**config.mk**
```make
export PLATFORM = sky130hd
export DESIGN_NAME = lfsr_rewind_flat
export DESIGN_NICKNAME = d
export VERILOG_FILES = /design/src/rtl/lfsr_rewind_if.sv /design/src/rtl/lfsr_rewind.sv /design/src/flat_wrapper.sv
export SDC_FILE = /design/constraint.sdc
export NUM_CORES = 1
export LEC_CHECK = 0
export ABC_AREA = 1
export CAP_MARGIN = 5
export CELL_PAD_IN_SITES_DETAIL_PLACEMENT = 1
export CELL_PAD_IN_SITES_GLOBAL_PLACEMENT = 1
export CORE_ASPECT_RATIO = 1.25
export CORE_MARGIN = 1.5
export CORE_UTILIZATION = 34
export DETAILED_ROUTE_END_ITERATION = 12
export MAX_ROUTING_LAYER = met4
export PLACE_DENSITY = 0.69
export SYNTH_ARGS = -nofsm -noshare
export SYNTH_HDL_FRONTEND = slang
export SYNTH_SLANG_ARGS = --single-unit
```
**constraint.sdc**
```tcl
create_clock -name clk -period 2.2 [get_ports clk]
set_input_delay 0.22 -clock clk [delete_from_list [all_inputs] [get_ports clk]]
set_output_delay 0.22 -clock clk [all_outputs]
set_load 0.02 [all_outputs]
```
**src/rtl/lfsr_rewind_if.sv**
```systemverilog
// Request/result handshake bundle for lfsr_rewind.
// master = requester/consumer side, slave = the rewind engine.
interface lfsr_rewind_if #(
  parameter int unsigned RNDSIZE = 6
);
  localparam int unsigned W = RNDSIZE * (RNDSIZE - 1) / 2;

  logic         in_valid;
  logic         in_ready;
  logic [W-1:0] in_rnd;
  logic [1:0]   in_probability;
  logic [3:0]   in_steps;
  logic         out_valid;
  logic         out_ready;
  logic [W-1:0] out_seed;
  logic         busy;

  modport master (
    output in_valid, in_rnd, in_probability, in_steps, out_ready,
    input  in_ready, out_valid, out_seed, busy
  );

  modport slave (
    input  in_valid, in_rnd, in_probability, in_steps, out_ready,
    output in_ready, out_valid, out_seed, busy
  );
endinterface

```
**src/rtl/lfsr_rewind.sv**
```systemverilog
// Rewinds a masked LFSR word by 1..16 inverse rounds, one per clock,
// recovering the seed that produced it.
module lfsr_rewind #(
  parameter int unsigned RNDSIZE = 6
) (
  input  logic         clk,
  input  logic         rst,
  lfsr_rewind_if.slave bus
);
  localparam int unsigned W  = RNDSIZE * (RNDSIZE - 1) / 2;
  localparam int unsigned SH = W - RNDSIZE;
  localparam int unsigned WW = W + 16;

  typedef enum logic [1:0] {IDLE, RUN, DONE} state_t;

  state_t       state;
  logic [W-1:0] x;
  logic [W-1:0] mask;
  logic [3:0]   cnt;
  logic [W-1:0] x_next;

  // (2^(7+p) - 1) << SH, computed wide and truncated to W bits.
  function automatic logic [W-1:0] mask_of(input logic [1:0] p);
    logic [WW-1:0] one_w;
    logic [WW-1:0] t;
    one_w = WW'(1);
    t = ((one_w << (32'd7 + 32'(p))) - one_w) << SH;
    return W'(t);
  endfunction

  // Undo one forward step: strip mask, shift right, rebuild the top bit
  // from the forward taps seed[3], seed[2], seed[0] at their shifted slots.
  function automatic logic [W-1:0] unround(input logic [W-1:0] v,
                                           input logic [W-1:0] m);
    logic [W-1:0] y;
    y = v ^ m;
    return {y[0] ^ y[4] ^ y[3] ^ y[1], y[W-1:1]};
  endfunction

  assign x_next = unround(x, mask);

  always_ff @(posedge clk or posedge rst) begin
    if (rst) begin
      state         <= IDLE;
      x             <= '0;
      mask          <= '0;
      cnt           <= '0;
      bus.in_ready  <= 1'b1;
      bus.out_valid <= 1'b0;
      bus.busy      <= 1'b0;
      bus.out_seed  <= '0;
    end else begin
      case (state)
        IDLE: begin
          if (bus.in_valid) begin
            x            <= bus.in_rnd;
            mask         <= mask_of(bus.in_probability);
            cnt          <= bus.in_steps;
            state        <= RUN;
            bus.in_ready <= 1'b0;
            bus.busy     <= 1'b1;
          end
        end
        RUN: begin
          x <= x_next;
          if (cnt == 4'd0) begin
            state         <= DONE;
            bus.busy      <= 1'b0;
            bus.out_valid <= 1'b1;
            bus.out_seed  <= x_next;
          end else begin
            cnt <= cnt - 4'd1;
          end
        end
        DONE: begin
          if (bus.out_ready) begin
            state         <= IDLE;
            bus.out_valid <= 1'b0;
            bus.in_ready  <= 1'b1;
          end
        end
        default: begin
          state         <= IDLE;
          bus.in_ready  <= 1'b1;
          bus.out_valid <= 1'b0;
          bus.busy      <= 1'b0;
        end
      endcase
    end
  end
endmodule

```
**src/flat_wrapper.sv**
```systemverilog
// flat-port wrapper written by rule: the top's interface ports become plain ports
module lfsr_rewind_flat 
#(
  parameter int unsigned RNDSIZE = 6
)
  (clk, rst, bus_in_valid, bus_in_rnd, bus_in_probability, bus_in_steps, bus_out_ready, bus_in_ready, bus_out_valid, bus_out_seed, bus_busy);
  lfsr_rewind_if #(.RNDSIZE(RNDSIZE)) bus_i ();
  input  logic clk;
  input  logic rst;
  input wire logic [$bits(bus_i.in_valid)-1:0] bus_in_valid;
  input wire logic [$bits(bus_i.in_rnd)-1:0] bus_in_rnd;
  input wire logic [$bits(bus_i.in_probability)-1:0] bus_in_probability;
  input wire logic [$bits(bus_i.in_steps)-1:0] bus_in_steps;
  input wire logic [$bits(bus_i.out_ready)-1:0] bus_out_ready;
  output wire logic [$bits(bus_i.in_ready)-1:0] bus_in_ready;
  output wire logic [$bits(bus_i.out_valid)-1:0] bus_out_valid;
  output wire logic [$bits(bus_i.out_seed)-1:0] bus_out_seed;
  output wire logic [$bits(bus_i.busy)-1:0] bus_busy;
  assign bus_i.in_valid = bus_in_valid;
  assign bus_i.in_rnd = bus_in_rnd;
  assign bus_i.in_probability = bus_in_probability;
  assign bus_i.in_steps = bus_in_steps;
  assign bus_i.out_ready = bus_out_ready;
  assign bus_in_ready = bus_i.in_ready;
  assign bus_out_valid = bus_i.out_valid;
  assign bus_out_seed = bus_i.out_seed;
  assign bus_busy = bus_i.busy;
  lfsr_rewind #(.RNDSIZE(RNDSIZE)) u_core (.clk(clk), .rst(rst), .bus(bus_i));
endmodule
```
==> results of run 1 <==
## cell usage after synthesis
| cell | instances |
|---|---|
| o21ai_1 | 1 |
| nand2_1 | 83 |
| nand3_1 | 12 |
| o21ai_0 | 21 |
| dfrtp_1 | 40 |
| ha_1 | 2 |
| a21oi_1 | 1 |
| nor2_1 | 8 |
| inv_1 | 18 |
| o22a_1 | 1 |
| inv_4 | 1 |
| dfstp_2 | 1 |
| nor2_8 | 1 |
| xnor2_1 | 1 |
| xor2_1 | 6 |
| inv_2 | 2 |
| o211ai_1 | 2 |
| o21ai_2 | 8 |
| clkbuf_1 | 2 |
| buf_1 | 2 |
| o31ai_1 | 1 |
| nand2_2 | 5 |
| or2_2 | 3 |
| buf_6 | 3 |
| nor2_4 | 1 |
## cell families after synthesis
| logic type | Yosys count |
|---|---|
| flip-flops | 41 |
| AO/OA/AOI/OAI | 35 |
| buffers and inverters | 28 |
| XOR/XNOR | 7 |
| AND/OR/NAND/NOR | 113 |
| adder cells (fa/ha/maj) | 2 |
## where the power goes
group	internal, µW	switching (µW)	total (µW)
clock network	219	261	480
logic	764	1210	1970
registers	1110	196	1310
total	2090	1670	3760
## flip-flops by register name, indices dropped and copies added, names as in the netlist
register / count
u_core.state: 2
u_core.x: 15
u_core.bus.out_valid: 1
u_core.bus.out_seed: 15
u_core.cnt: 4
u_core.mask: 2
u_core.bus.busy: 1
u_core.bus.in_ready: 1
## worst paths after layout
kind                       slack [ns]                               start                                  to  cells past startpoint
max reg2reg                      0.62           u_core.cnt[0]$_DFFE_PP0P_  u_core.bus.out_seed[5]$_DFFE_PP0P_                      7
min in group clk                 0.47  u_core.bus.out_seed[9]$_DFFE_PP0P_  u_core.bus.out_seed[9]$_DFFE_PP0P_                      2
max                              0.56     u_core.bus.in_ready$_DFFE_PP1P_                        bus_in_ready                      1
max in group asynchronous        1.46                                 rst     u_core.bus.in_ready$_DFFE_PP1P_                      3
min reg2reg                      0.47  u_core.bus.out_seed[9]$_DFFE_PP0P_  u_core.bus.out_seed[9]$_DFFE_PP0P_                      2
min                              0.37                                 rst  u_core.bus.out_seed[7]$_DFFE_PP0P_                      3
## final cells by class
cell class              instances  area (µm²)
clock buffers                   5        68.8
clock inverters                 3        17.5
fillers                       671        3000
inverters                      21        81.3
multi-input cells             157         786
flip-flops and latches         41        1030
well taps                      64        80.1
repair buffers                 43         423
## per-layer routing
layer,up-vias,part of all wire (%),global-route usage (%)
met1,751,46,19.0
li1,792,-,-
met4,0,1.0,4.63
met3,2,2.8,3.47
met2,26,50,26.4
met5,-,0,-
## metrics by stage
| stage | power [µW] | instance area (µm²) | std cells | worst slack [ns] |
|---|---|---|---|---|
| 6_report | 3760 | 2480 | 334 | 0.563 |
| 5_1_grt | 4130 | 2480 | 334 | 0.476 |
| 3_3_place_gp | 3260 | 2400 | 326 | 0.630 |
| 3_5_place_dp | 3340 | 2400 | 326 | 0.595 |
| 4_1_cts | 3840 | 2480 | 334 | 0.543 |
| 2_1_floorplan | 2690 | 1940 | 226 | 0.808 |
==> results.cfg, run 1 <==
[outcome]
status = completed

[sta]
tightest_slew_ns = 0.521
totalNegativeSetupSlack_ns = 0
grt_setup_unrepaired = no
finClkSkew_ns = 0.00321
max_freq_mhz = 611
fin_crit_ns = 1.64
setup_viol = 0
slew_headroom_pct = 65.3
finalCritPeriodShare_pct = 74.4
slew_violations = 0
holdWs_ns = 0.371
hold_viol = 0

[layout]
final_common_cell = nand2_1
drive_gt1_share_pct = 12.2
post-route-util_pct = 45.3
nets = 296
n_antenna_cell = 0
syn_to_final_growth_pct = 27.8
most-common-layout-cells = 83 x nand2_1, 40 x clkdlybuf4s50_1, 40 x dfrtp_1, 21 x o21ai_0, 18 x inv_1

[clock_network]
htreeDepth = 2
numCtsBuffers = 5
post-cts-setup-buffers = 0
cts_tree = built
clock_latency_ns = 0.29
cts.clk_slew.worst_paths_ns = 0.08
postCtsHoldBufs = 0
cts_resized = 0
clockRootBuffer = clkbuf_8
cts_buffer_depth = 2
clock_sinks = 41

[drt]
dr_total_vias = 1571
drtIter0Drc = 35
routed_wl_mm = 4.27
avgRoutedWirePerCell_um = 12.8
ant_nets = 0
routed_via_density = 4.70
remaining_drc_errors = 0
drt_pass1_iterations = 4

[logic_synthesis]
synth_adder_area_share_pct = 1.29
yosys_warnings = 0
synth_area_leaders = dfrtp_1 52%, nand2_1 16%, o21ai_0 5.4%
synthDistinctLibCells = 25
synth_mux_area_share_pct = 0
synth_cells = 226
syn_area_mm2 = 0.00194
avgSynthCellArea_um2 = 8.60
synth_compound_area_share_pct = 11.1
ys_ff_latch = 41
synth_top_family_by_area = simple AND/OR/NAND/NOR gates
yosys.area_share.simple_pct = 24.9
yosysSeqAreaShare_pct = 52.9
synth_top_cell_by_area = dfrtp_1
synth_top_area_share_pct = 51.5
syn_nets = 253
synth_xor_area_share_pct = 3.16

[global_routing]
grt_pass1_wl_mm = 7.30
first_global_vias = 1611
overflow = 0
grtUsageTotal_pct = 15.7
antenna_found_initial = 0
grt_start_max_net_pins = 42

[place]
gp_congestion = 0.811
portBuffers = 40
hpwl_mm = 3.10

[floorplan]
fp-row-count = 30
die_y_um = 87.5
coreArea_mm2 = 0.00548
die_w_um = 70.6
num_io_pins = 43
initial_core_util_pct = 35.5
fp.dieArea_mm2 = 0.00618

[critical_path]
cp-end-kind = primary output
cpLargestDelayFamily = buffers and inverters
cp_slowest_cell = clkdlybuf4s50_1
crit_path_max_incr_delay_ns = 0.60
crit_fanout = 2
required_ns = 1.98
worstSetupPathType = register to primary output
path_buf_inv = 1
cp_cell_sequence = clkdlybuf4s50_1
cp.arrival_ns = 1.42
cp-start-kind = register

[job]
cap_violations = 0

[power_and_ir_drop]
power.leakage_uw = 0.00118
ir_worst_vdd_mv = 0.643
power.density_mw_per_mm2 = 1510

[worst_hold_path]
hp-class = input pin to asynchronous set/reset pin
Power figures use the tool's default switching activity.
==> inputs of run 2 (changes only) <==
Settings changed: CORE_UTILIZATION 34 to 33, PLACE_DENSITY 0.69 to 0.7.
Clock period 2.2 ns to 1.42 ns, I/O delays scaled along.
==> results.cfg, run 2 (same netlist as run 1, synthesis figures left out) <==
[power_and_ir_drop]
ir_worst_vdd_mv = 0.940
power.density_mw_per_mm2 = 2340
power.leakage_uw = 0.00140

[critical_path]
cp-start-kind = register
worstSetupPathType = register to primary output
path_buf_inv = 1
cp.arrival_ns = 1.23
cpLargestDelayFamily = buffers and inverters
required_ns = 1.28
crit_fanout = 2
cp_slowest_cell = clkdlybuf4s50_1
cp_cell_sequence = clkdlybuf4s50_1
timing.rr.end = u_core.bus.out_seed[3]$_DFFE_PP0P_
reg2reg_depth = 7
cp-end-kind = primary output
regToRegSetupSlack_ns = 0.13
r2r_start = u_core.cnt[1]$_DFFE_PP0P_
crit_path_max_incr_delay_ns = 0.60

[worst_hold_path]
hp-class = input pin to asynchronous set/reset pin

[sta]
totalNegativeSetupSlack_ns = 0
finClkSkew_ns = 0.00723
setup_viol = 0
grt_setup_unrepaired = no
slew_violations = 0
hold_viol = 0
slew_headroom_pct = 80.9
fin_crit_ns = 1.37
tightest_slew_ns = 0.287
max_freq_mhz = 727
layout_setup_ws_ns = 0.0451
finalCritPeriodShare_pct = 96.8

[floorplan]
fp-row-count = 31
coreArea_mm2 = 0.00574
fp.dieArea_mm2 = 0.00636
die_w_um = 71.6
initial_core_util_pct = 33.8
die_y_um = 88.8
num_io_pins = 43

[global_routing]
antenna_found_initial = 0
grt_pass1_wl_mm = 7.52
grt_start_max_net_pins = 42
first_global_vias = 1704
grtUsageTotal_pct = 15.7
overflow = 0

[clock_network]
clock_latency_ns = 0.29
cts_buffer_depth = 2
clockRootBuffer = clkbuf_8
htreeDepth = 2
cts_tree = built
cts.clk_slew.worst_paths_ns = 0.08
postCtsHoldBufs = 0
clock_sinks = 41
numCtsBuffers = 5

[job]
cap_violations = 0

[drt]
avgRoutedWirePerCell_um = 13.0
drtIter0Drc = 57
remaining_drc_errors = 0
ant_nets = 0
drt_pass1_iterations = 6
routed_via_density = 4.70
dr_total_vias = 1611
routed_wl_mm = 4.45

[place]
portBuffers = 40
place_area_mm2 = 0.00248
gp_congestion = 0.789
dp_slack_ns = -0.0154
placedCellCount = 335
hpwl_mm = 3.28

[layout]
drive_gt1_share_pct = 16.2
biggestRegsByFlops = u_core.bus.out_seed (15), u_core.x (15), u_core.cnt (4)
syn_to_final_growth_pct = 35.2
finalInstanceArea_mm2 = 0.00263
final_cells = 343
final_common_cell = nand2_1
most-common-layout-cells = 81 x nand2_1, 40 x dfrtp_1, 24 x clkdlybuf4s50_1, 21 x o21ai_0, 17 x inv_1
n_antenna_cell = 0
nets = 303

[outcome]
status = completed
run 2: changes by cell type in the layout (fill, tap and decap cells not counted), moves of 3 or more:
cell and change:
buf_4 +5, clkdlybuf4s50_1 -16, dlygate4sd2_1 +3, dlymetal6s2s_1 +13
run 2: where the power goes:
part,total (µW),internal [µW],leakage (µW),switching [µW]
registers,2020,1720,0.000500,304
logic,3310,1340,0.000853,1970
clock network,797,394,0.0000512,403
total,6130,3450,0.00140,2680
run 2: worst max path at each step:
stage                                            start                            endpoint  slack [ns]  depth (start not counted)
floorplan                    u_core.cnt[0]$_DFFE_PP0P_  u_core.bus.out_seed[0]$_DFFE_PP0P_        0.03                          8
global placement             u_core.cnt[0]$_DFFE_PP0P_           u_core.cnt[0]$_DFFE_PP0P_        0.04                          7
detailed placement           u_core.cnt[1]$_DFFE_PP0P_           u_core.cnt[0]$_DFFE_PP0P_       -0.02                          7
CTS                 u_core.bus.out_seed[7]$_DFFE_PP0P_                     bus_out_seed[7]      0.0005                          1
global route        u_core.bus.out_seed[2]$_DFFE_PP0P_                     bus_out_seed[2]       0.005                          1
finish              u_core.bus.out_seed[2]$_DFFE_PP0P_                     bus_out_seed[2]        0.05                          1
run 2: what timing repair did:
item                                    in CTS  in global routing
endpoints found under the setup margin       7                 19
buffers inserted                             0                  0
resized for setup                            4                 19
pin swaps                                    0                  0
run 2: per-stage QoR:
| step | hold slack [ns] | utilization (%) | power (µW) |
|---|---|---|---|
| finish | 0.206 | 45.7 | 6130 |
| global route | 0.247 | 45.7 | 6730 |
| CTS | 0.215 | 44.9 | 6240 |
| detailed placement | 0.458 | 43.2 | 5420 |
| global placement | 0.456 | 43.2 | 5270 |
| floorplan | 0.228 | - | 4170 |
run 2: layer usage:
metal / track usage, % / routed length (µm) / up-vias
met2: 28.2 / 2320 / 28
met5: - / 0 / -
met4: 5.15 / 58 / 0
met1: 17.8 / 1940 / 770
met3: 2.73 / 123 / 4
li1: - / - / 809
run 2: final cells by class:
type | instances | area, µm²
Tap cell | 66 | 82.6
Sequential cell | 41 | 1030
Multi-Input combinational cell | 157 | 801
Clock buffer | 6 | 82.6
Inverter | 21 | 90.1
Clock inverter | 2 | 13.8
Fill cell | 696 | 3110
Timing Repair Buffer | 50 | 529
==> inputs of run 3 (changes only) <==
Settings changed: GPL_TIMING_DRIVEN set to 0, MAX_ROUTING_LAYER met4 to unset, RECOVER_POWER set to 100.
==> results.cfg, run 3 (same netlist as run 1, synthesis figures left out) <==
[clock_network]
postCtsHoldBufs = 0
clock_sinks = 41
cts_buffer_depth = 2
htreeDepth = 2
numCtsBuffers = 5
clock_latency_ns = 0.28
clockRootBuffer = clkbuf_8
cts_tree = built
cts.clk_slew.worst_paths_ns = 0.07

[layout]
post-route-util_pct = 44.0
syn_to_final_growth_pct = 30.1
n_antenna_cell = 0
final_common_cell = nand2_1
nets = 309
drive_gt1_share_pct = 17.8
most-common-layout-cells = 81 x nand2_1, 40 x dfrtp_1, 25 x clkdlybuf4s50_1, 21 x o21ai_0, 15 x inv_1
biggestRegsByFlops = u_core.bus.out_seed (15), u_core.x (15), u_core.cnt (4)
finalInstanceArea_mm2 = 0.00253

[global_routing]
first_global_vias = 1644
overflow = 0
grt_start_max_net_pins = 42
grt_pass1_wl_mm = 7.59
grtUsageTotal_pct = 15.5
antenna_found_initial = 0

[place]
gp_congestion = 0.728
place_area_mm2 = 0.00243
hpwl_mm = 3.17
portBuffers = 40

[power_and_ir_drop]
clock_power_share_pct = 11.6
sw_frac_of_total_pct = 44.9
power.leakage_uw = 0.00121
p_int_uw = 3310
p_switching_uw = 2700
pwr-share-comb_pct = 54.9
power.density_mw_per_mm2 = 2380
finalPower_uw = 6010
ir_worst_vdd_mv = 0.870
p_seq_share_pct = 33.6

[critical_path]
cp-start-kind = register
crit_path_max_incr_delay_ns = 0.60
worstSetupPathType = register to primary output
crit_fanout = 2
required_ns = 1.28
cpLargestDelayFamily = buffers and inverters
cp_slowest_cell = clkdlybuf4s50_1
cp-end-kind = primary output
path_buf_inv = 1
cp.arrival_ns = 1.23
cp_cell_sequence = clkdlybuf4s50_1

[sta]
hold_viol = 0
max_freq_mhz = 728
slew_violations = 0
fin_crit_ns = 1.37
slew_headroom_pct = 42.8
holdWs_ns = 0.420
tightest_slew_ns = 0.857
finalCritPeriodShare_pct = 96.7
finClkSkew_ns = 0.00291
setup_viol = 0

[drt]
remaining_drc_errors = 0
ant_nets = 0
routed_wl_mm = 4.44
routed_via_density = 4.63
avgRoutedWirePerCell_um = 12.8
drt_pass1_iterations = 6
drtIter0Drc = 64
dr_total_vias = 1607

[floorplan]
die_w_um = 71.6
fp-row-count = 31
die_y_um = 88.8
fp.dieArea_mm2 = 0.00636
initial_core_util_pct = 33.8
coreArea_mm2 = 0.00574
num_io_pins = 43

[outcome]
status = completed

[job]
cap_violations = 0

[worst_hold_path]
hp-class = input pin to register
[run 3: cell count changes in the layout (fill, tap and decap cells not counted), moves of 2 or more]
cell            previous run  this run
buf_6                      0         2
clkbuf_1                   0        12
buf_12                     2         0
clkbuf_2                   0         2
dlymetal6s2s_1            13         0
inv_2                      1         5
inv_1                     17        15
[run 3: timing repair]
item	CTS	global route
endpoints found under the hold margin	0	0
gates resized for setup	9	21
pin swaps	1	3
endpoints found under the setup margin	37	41
buffers inserted	2	7
[run 3: layout make-up]
class,instances,area [µm²]
clock buffers,5,68.8
clock inverters,1,5.00
well taps,66,82.6
flip-flops and latches,41,1030
inverters,21,81.3
plain buffers,7,56.3
repair buffers,49,390
fillers,703,3210
multi-input cells,157,816
[run 3: stage by stage]
step                TNS [ns]  cells  setup slack, ns
floorplan                  0    226           0.0284
global placement      -29.53    332           -0.602
detailed placement     -5.61    332           -0.279
CTS                        0    340         0.000865
global route         -0.0124    347         -0.00718
finish                     0    347           0.0471
[run 3: layer usage]
| layer | track usage (%) | vias to the layer above | share of wire (%) |
|---|---|---|---|
| met5 | 0 | - | 0 |
| met4 | 5.15 | 0 | 0.90 |
| met3 | 3.53 | 2 | 2.7 |
| met2 | 25.8 | 27 | 50 |
| met1 | 19.9 | 762 | 47 |
| li1 | - | 816 | - |
[run 3: worst paths after layout]
path                                                        to  cells after the start                           startpoint  slack [ns]
setup / recovery                               bus_out_seed[8]                      1   u_core.bus.out_seed[8]$_DFFE_PP0P_        0.05
hold / removal                        u_core.x[13]$_DFFE_PP0P_                      3                       bus_in_rnd[13]        0.42
setup reg to reg            u_core.bus.out_seed[0]$_DFFE_PP0P_                      9          u_core.state[0]$_DFFE_PP0P_        0.09
hold reg to reg            u_core.bus.out_seed[11]$_DFFE_PP0P_                      2  u_core.bus.out_seed[11]$_DFFE_PP0P_        0.47
max in group asynchronous            u_core.cnt[2]$_DFFE_PP0P_                      2                                  rst        0.39
min in group asynchronous   u_core.bus.out_seed[9]$_DFFE_PP0P_                      2                                  rst        0.49
[run 3: power by group through the flow]
stage	clock [µW]	combinational (µW)	sequential, µW
5_1_grt	775	3760	2090
6_report	696	3300	2020
3_3_place_gp	0	3120	2030
2_1_floorplan	0	1900	2270
4_1_cts	724	3300	2030
3_5_place_dp	0	3200	2050
==> RTL change 1 (flow settings as in run 2) <==
`RNDSIZE` is set to 6 in 3 places; all go to 12.
--- a/src/rtl/lfsr_rewind_if.sv
+++ b/src/rtl/lfsr_rewind_if.sv
@@ -1,7 +1,7 @@
 // Request/result handshake bundle for lfsr_rewind.
 // master = requester/consumer side, slave = the rewind engine.
 interface lfsr_rewind_if #(
-  parameter int unsigned RNDSIZE = 6
+  parameter int unsigned RNDSIZE = 12
 );
   localparam int unsigned W = RNDSIZE * (RNDSIZE - 1) / 2;
 
--- a/src/rtl/lfsr_rewind.sv
+++ b/src/rtl/lfsr_rewind.sv
@@ -1,7 +1,7 @@
 // Rewinds a masked LFSR word by 1..16 inverse rounds, one per clock,
 // recovering the seed that produced it.
 module lfsr_rewind #(
-  parameter int unsigned RNDSIZE = 6
+  parameter int unsigned RNDSIZE = 12
 ) (
   input  logic         clk,
   input  logic         rst,
--- a/src/flat_wrapper.sv
+++ b/src/flat_wrapper.sv
@@ -1,7 +1,7 @@
 // flat-port wrapper written by rule: the top's interface ports become plain ports
 module lfsr_rewind_flat 
 #(
-  parameter int unsigned RNDSIZE = 6
+  parameter int unsigned RNDSIZE = 12
 )
   (clk, rst, bus_in_valid, bus_in_rnd, bus_in_probability, bus_in_steps, bus_out_ready, bus_in_ready, bus_out_valid, bus_out_seed, bus_busy);
   lfsr_rewind_if #(.RNDSIZE(RNDSIZE)) bus_i ();
Ports: changed (resized bus_in_rnd and bus_out_seed); port bits go from 43 to 145. The function was not compared with the original's and may differ.
==> RTL change 1 against run 2 <==
Power grew to 3.8 times the old value. Wire length grew to 4.1 times the old value. Register-to-register slack lost 90 ps. Via count grew to 3.4 times the old value. Sequential power grew to 3.6 times the old value. Die area grew to 3.3 times the old value. Area after synthesis grew to 3.5 times the old value. Sequential cell count grew 111. Combinational power grew to 3.4 times the old value. Global-route usage grew 2.7 points. Setup slack lost 1.4 ps. Final area grew to 3.6 times the old value. Worst hold slack lost 75 ps. Clock skew grew 4.0 ps. Largest cell class unchanged.
==> RTL change 1: results (changes against run 2) <==
The clock tree cell share of total cell area came out at 6.42% (+2.8 points). The via count of the routed design came out at 5541 (+240%). The number of distinct library cell variants in the gate-level netlist after synthesis came to 26 (+4.0%).

The critical-path maximum fanout came out at 28 (+26). Yosys attributes the largest share of cell area to sky130_fd_sc_hd__dfrtp_1 (56%), sky130_fd_sc_hd__nand2_1 (15%), sky130_fd_sc_hd__o21ai_0 (7.8%), sky130_fd_sc_hd__o21ai_2 (3.9%), sky130_fd_sc_hd__inv_1 (3.7%). The portion of total power attributed to combinational logic came to 48.3% (-5.7 points). The leakage power is 0.00458 uW (+230%).

The count of nets after finishing came out at 995 (+230%). The synthesized-area fraction occupied by adder cells is 0.558% (-0.73 points). The largest registers in the layout are u_core.bus.out_seed: 66 flops, u_core.x: 66 flops, u_core.mask: 11 flops. The run finished with clean final reports. The clock root buffer master is sky130_fd_sc_hd__clkbuf_16. The register bit count reported by yosys was 152 (+270%). The slowest stage of the critical path is the sky130_fd_sc_hd__dfrtp_1 cell. The final clock skew was 11.3 ps (+4.05 ps). The transition time at the pin with the least slew margin came out at 384 ps (+97.1 ps). The worst setup path is of the register to register kind. The total CTS buffers was 17 (+12). The number of global-route vias before repair came out at 5851 (+240%). The xor/xnor share of the synthesized area came out at 1.56% (-1.6 points).

The iteration-0 DRC count of the detailed router came to 199 (+250%). The detailed-routed wire length on met3 came out at 597 um (+390%). The met1 usage in global routing is 23.2% (+5.4 points). The number of clock buffers in the layout came out at 19 (+13). The total track usage is 18.4% (+2.7 points). The total power after layout is 23000 uW (+280%). The compound-cell area share of the yosys netlist came to 15.0% (+3.9 points). The portion of the layout cell area used by non-clock buffers is 20.4% (+0.27 points). The share of synthesized area occupied by flip-flops and latches was 56.6% (+3.7 points).
RTL change 1: cell count changes in the layout (fill, tap and decap cells not counted), sizes merged, moves of 16 or more:
cell | before | now
dfrtp | 40 | 151
buf | 10 | 33
dlygate4sd2 | 3 | 68
clkdlybuf4s50 | 24 | 75
inv | 20 | 72
o21ai | 30 | 165
nand2 | 88 | 268
clkbuf | 6 | 22
RTL change 1: timing repair:
action                                  CTS  global route
pin swaps                                 2             1
gates resized for setup                  76            40
endpoints found under the setup margin   73           127
buffers inserted                          0             4
cloned                                    1             3
RTL change 1: worst min path at each step:
stage / from / to / cells after the start
global route: rst / u_core.x[39] / 3
floorplan: bus_in_rnd[61] / u_core.x[61] / 2
global placement: u_core.bus.out_seed[61] / u_core.bus.out_seed[61] / 2
CTS: rst / u_core.x[39] / 3
detailed placement: u_core.bus.out_seed[61] / u_core.bus.out_seed[61] / 2
finish: rst / u_core.bus.out_seed[36] / 3
==> RTL change 2 (settings of run 2) <==
Without the edit above. Make the reset (`rst`) synchronous in one clocked block.
--- a/src/rtl/lfsr_rewind.sv
+++ b/src/rtl/lfsr_rewind.sv
@@ -39,7 +39,7 @@
 
   assign x_next = unround(x, mask);
 
-  always_ff @(posedge clk or posedge rst) begin
+  always_ff @(posedge clk) begin
     if (rst) begin
       state         <= IDLE;
       x             <= '0;
Check against the original RTL: differs if rst is asserted again (counterexample within 4 cycles, from zero or initial values and one cycle with rst high); with rst held inactive, the same outputs for 10 cycles.
==> RTL change 2 against run 2 <==
Final area up 0.76%. Wire length up 18%. Sequential cell count up 3. Cell count up 8.7%. Die area down 1.2%. Setup slack worse by 13 ps. Core utilization up 2.2 points. Area after synthesis down 1.3%. Maximum frequency down 0.96%. Critical path type unchanged.
Power is not compared: it rests on default switching activity, and its combinational part moved more than twofold at a synthesized area within 25%.
==> RTL change 2: results (changes against run 2) <==
The tightest hold margin is 398 ps (+192 ps). The number of optimization iterations in the first detailed-route pass is 4 (-2). The most frequently used flop master after synthesis is sky130_fd_sc_hd__dfxtp_1. The async set-reset flop share out of synthesis was 0% (-100 points). The iteration-0 DRC count of the detailed router is 44 (-23%). In this run the critical register-to-register path is launched from u_core.cnt[0]. The share of the final layout cell area in multi-input gates came out at 33.7% (+3.2 points). The netlist area before placement is 1920 um2 (-1.3%). The clock tree cell share of total cell area is 3.69% (+0.020 points). The inverter count of the layout excluding clock inverters was 26 (+24%). The total track usage is 17.4% (+1.7 points). The flow ran to the end, and the final reports show no timing, DRC or antenna violations. The half-perimeter wire length after detailed placement came out at 3530 um (+7.6%). The buffer count excluding the clock tree in the final layout came to 56 (+12%). The portion of the layout cell area used by non-clock buffers is 22.4% (+2.3 points). The footprint of the multi-input gates is 891 um2 (+11%). The filler-free cell count of the finished design is 373 (+8.7%). The number of distinct library cell variants in the gate-level netlist after synthesis was 24 (-4.0%). After synthesis, the most frequently instantiated cells are sky130_fd_sc_hd__nand2_1 (71), sky130_fd_sc_hd__dfxtp_1 (44), sky130_fd_sc_hd__nor2_1 (28).

In this run the worst setup path terminates at bus_out_seed[4]. The number of gates resized after CTS came out at 5 (+1). The per-instance average area after synthesis was 7.49 um2 (-13%).

The fraction of layout instances using a drive strength above 1 is 14.2% (-2.0 points). In the post-synthesis netlist, the biggest area contributors are sky130_fd_sc_hd__dfxtp_1 (46%), sky130_fd_sc_hd__nand2_1 (14%), sky130_fd_sc_hd__nor2_1 (5.5%), sky130_fd_sc_hd__o21ai_0 (5.2%), sky130_fd_sc_hd__inv_1 (4.1%). The worst setup slack for register-to-register paths was 40 ps (-90 ps). The final clock skew came out at 9.23 ps (+2.00 ps). The total wirelength of the detailed-routed design is 5230 um (+18%).

The wire length of the first global-routing pass is 8330 um (+11%).
==> RTL change 2: cell types whose count changed in the layout (fill, tap and decap cells not counted), moves of 11 or more <==
cell	change
sky130_fd_sc_hd__dfxtp_1	+43
sky130_fd_sc_hd__a21oi_1	+11
sky130_fd_sc_hd__nor2_1	+19
sky130_fd_sc_hd__nand2_1	-11
sky130_fd_sc_hd__dfrtp_1	-40
==> RTL change 2: kinds of logic (layout without fill, tap and decap cells) <==
kind of cell | count (synthesis) | in the layout | share of synthesized area (%)
adders and majority gates | 1 | 1 | 0.652
and+or+nand+nor | 112 | 112 | 24.4
xor gates and xnor gates | 10 | 10 | 4.57
AOI/OAI and AO/OA | 52 | 52 | 15.7
buffers and inverters | 37 | 90 | 8.81
DFF | 44 | 44 | 45.9
==> RTL change 2: routing by layer <==
layer / vias to the layer above / part of all wire (%) / track usage, %
li1: 915 / - / -
met1: 851 / 44 / 20.3
met2: 27 / 51 / 29.7
met3: 7 / 2.8 / 2.51
met4: 0 / 2.0 / 7.72
met5: - / 0 / -
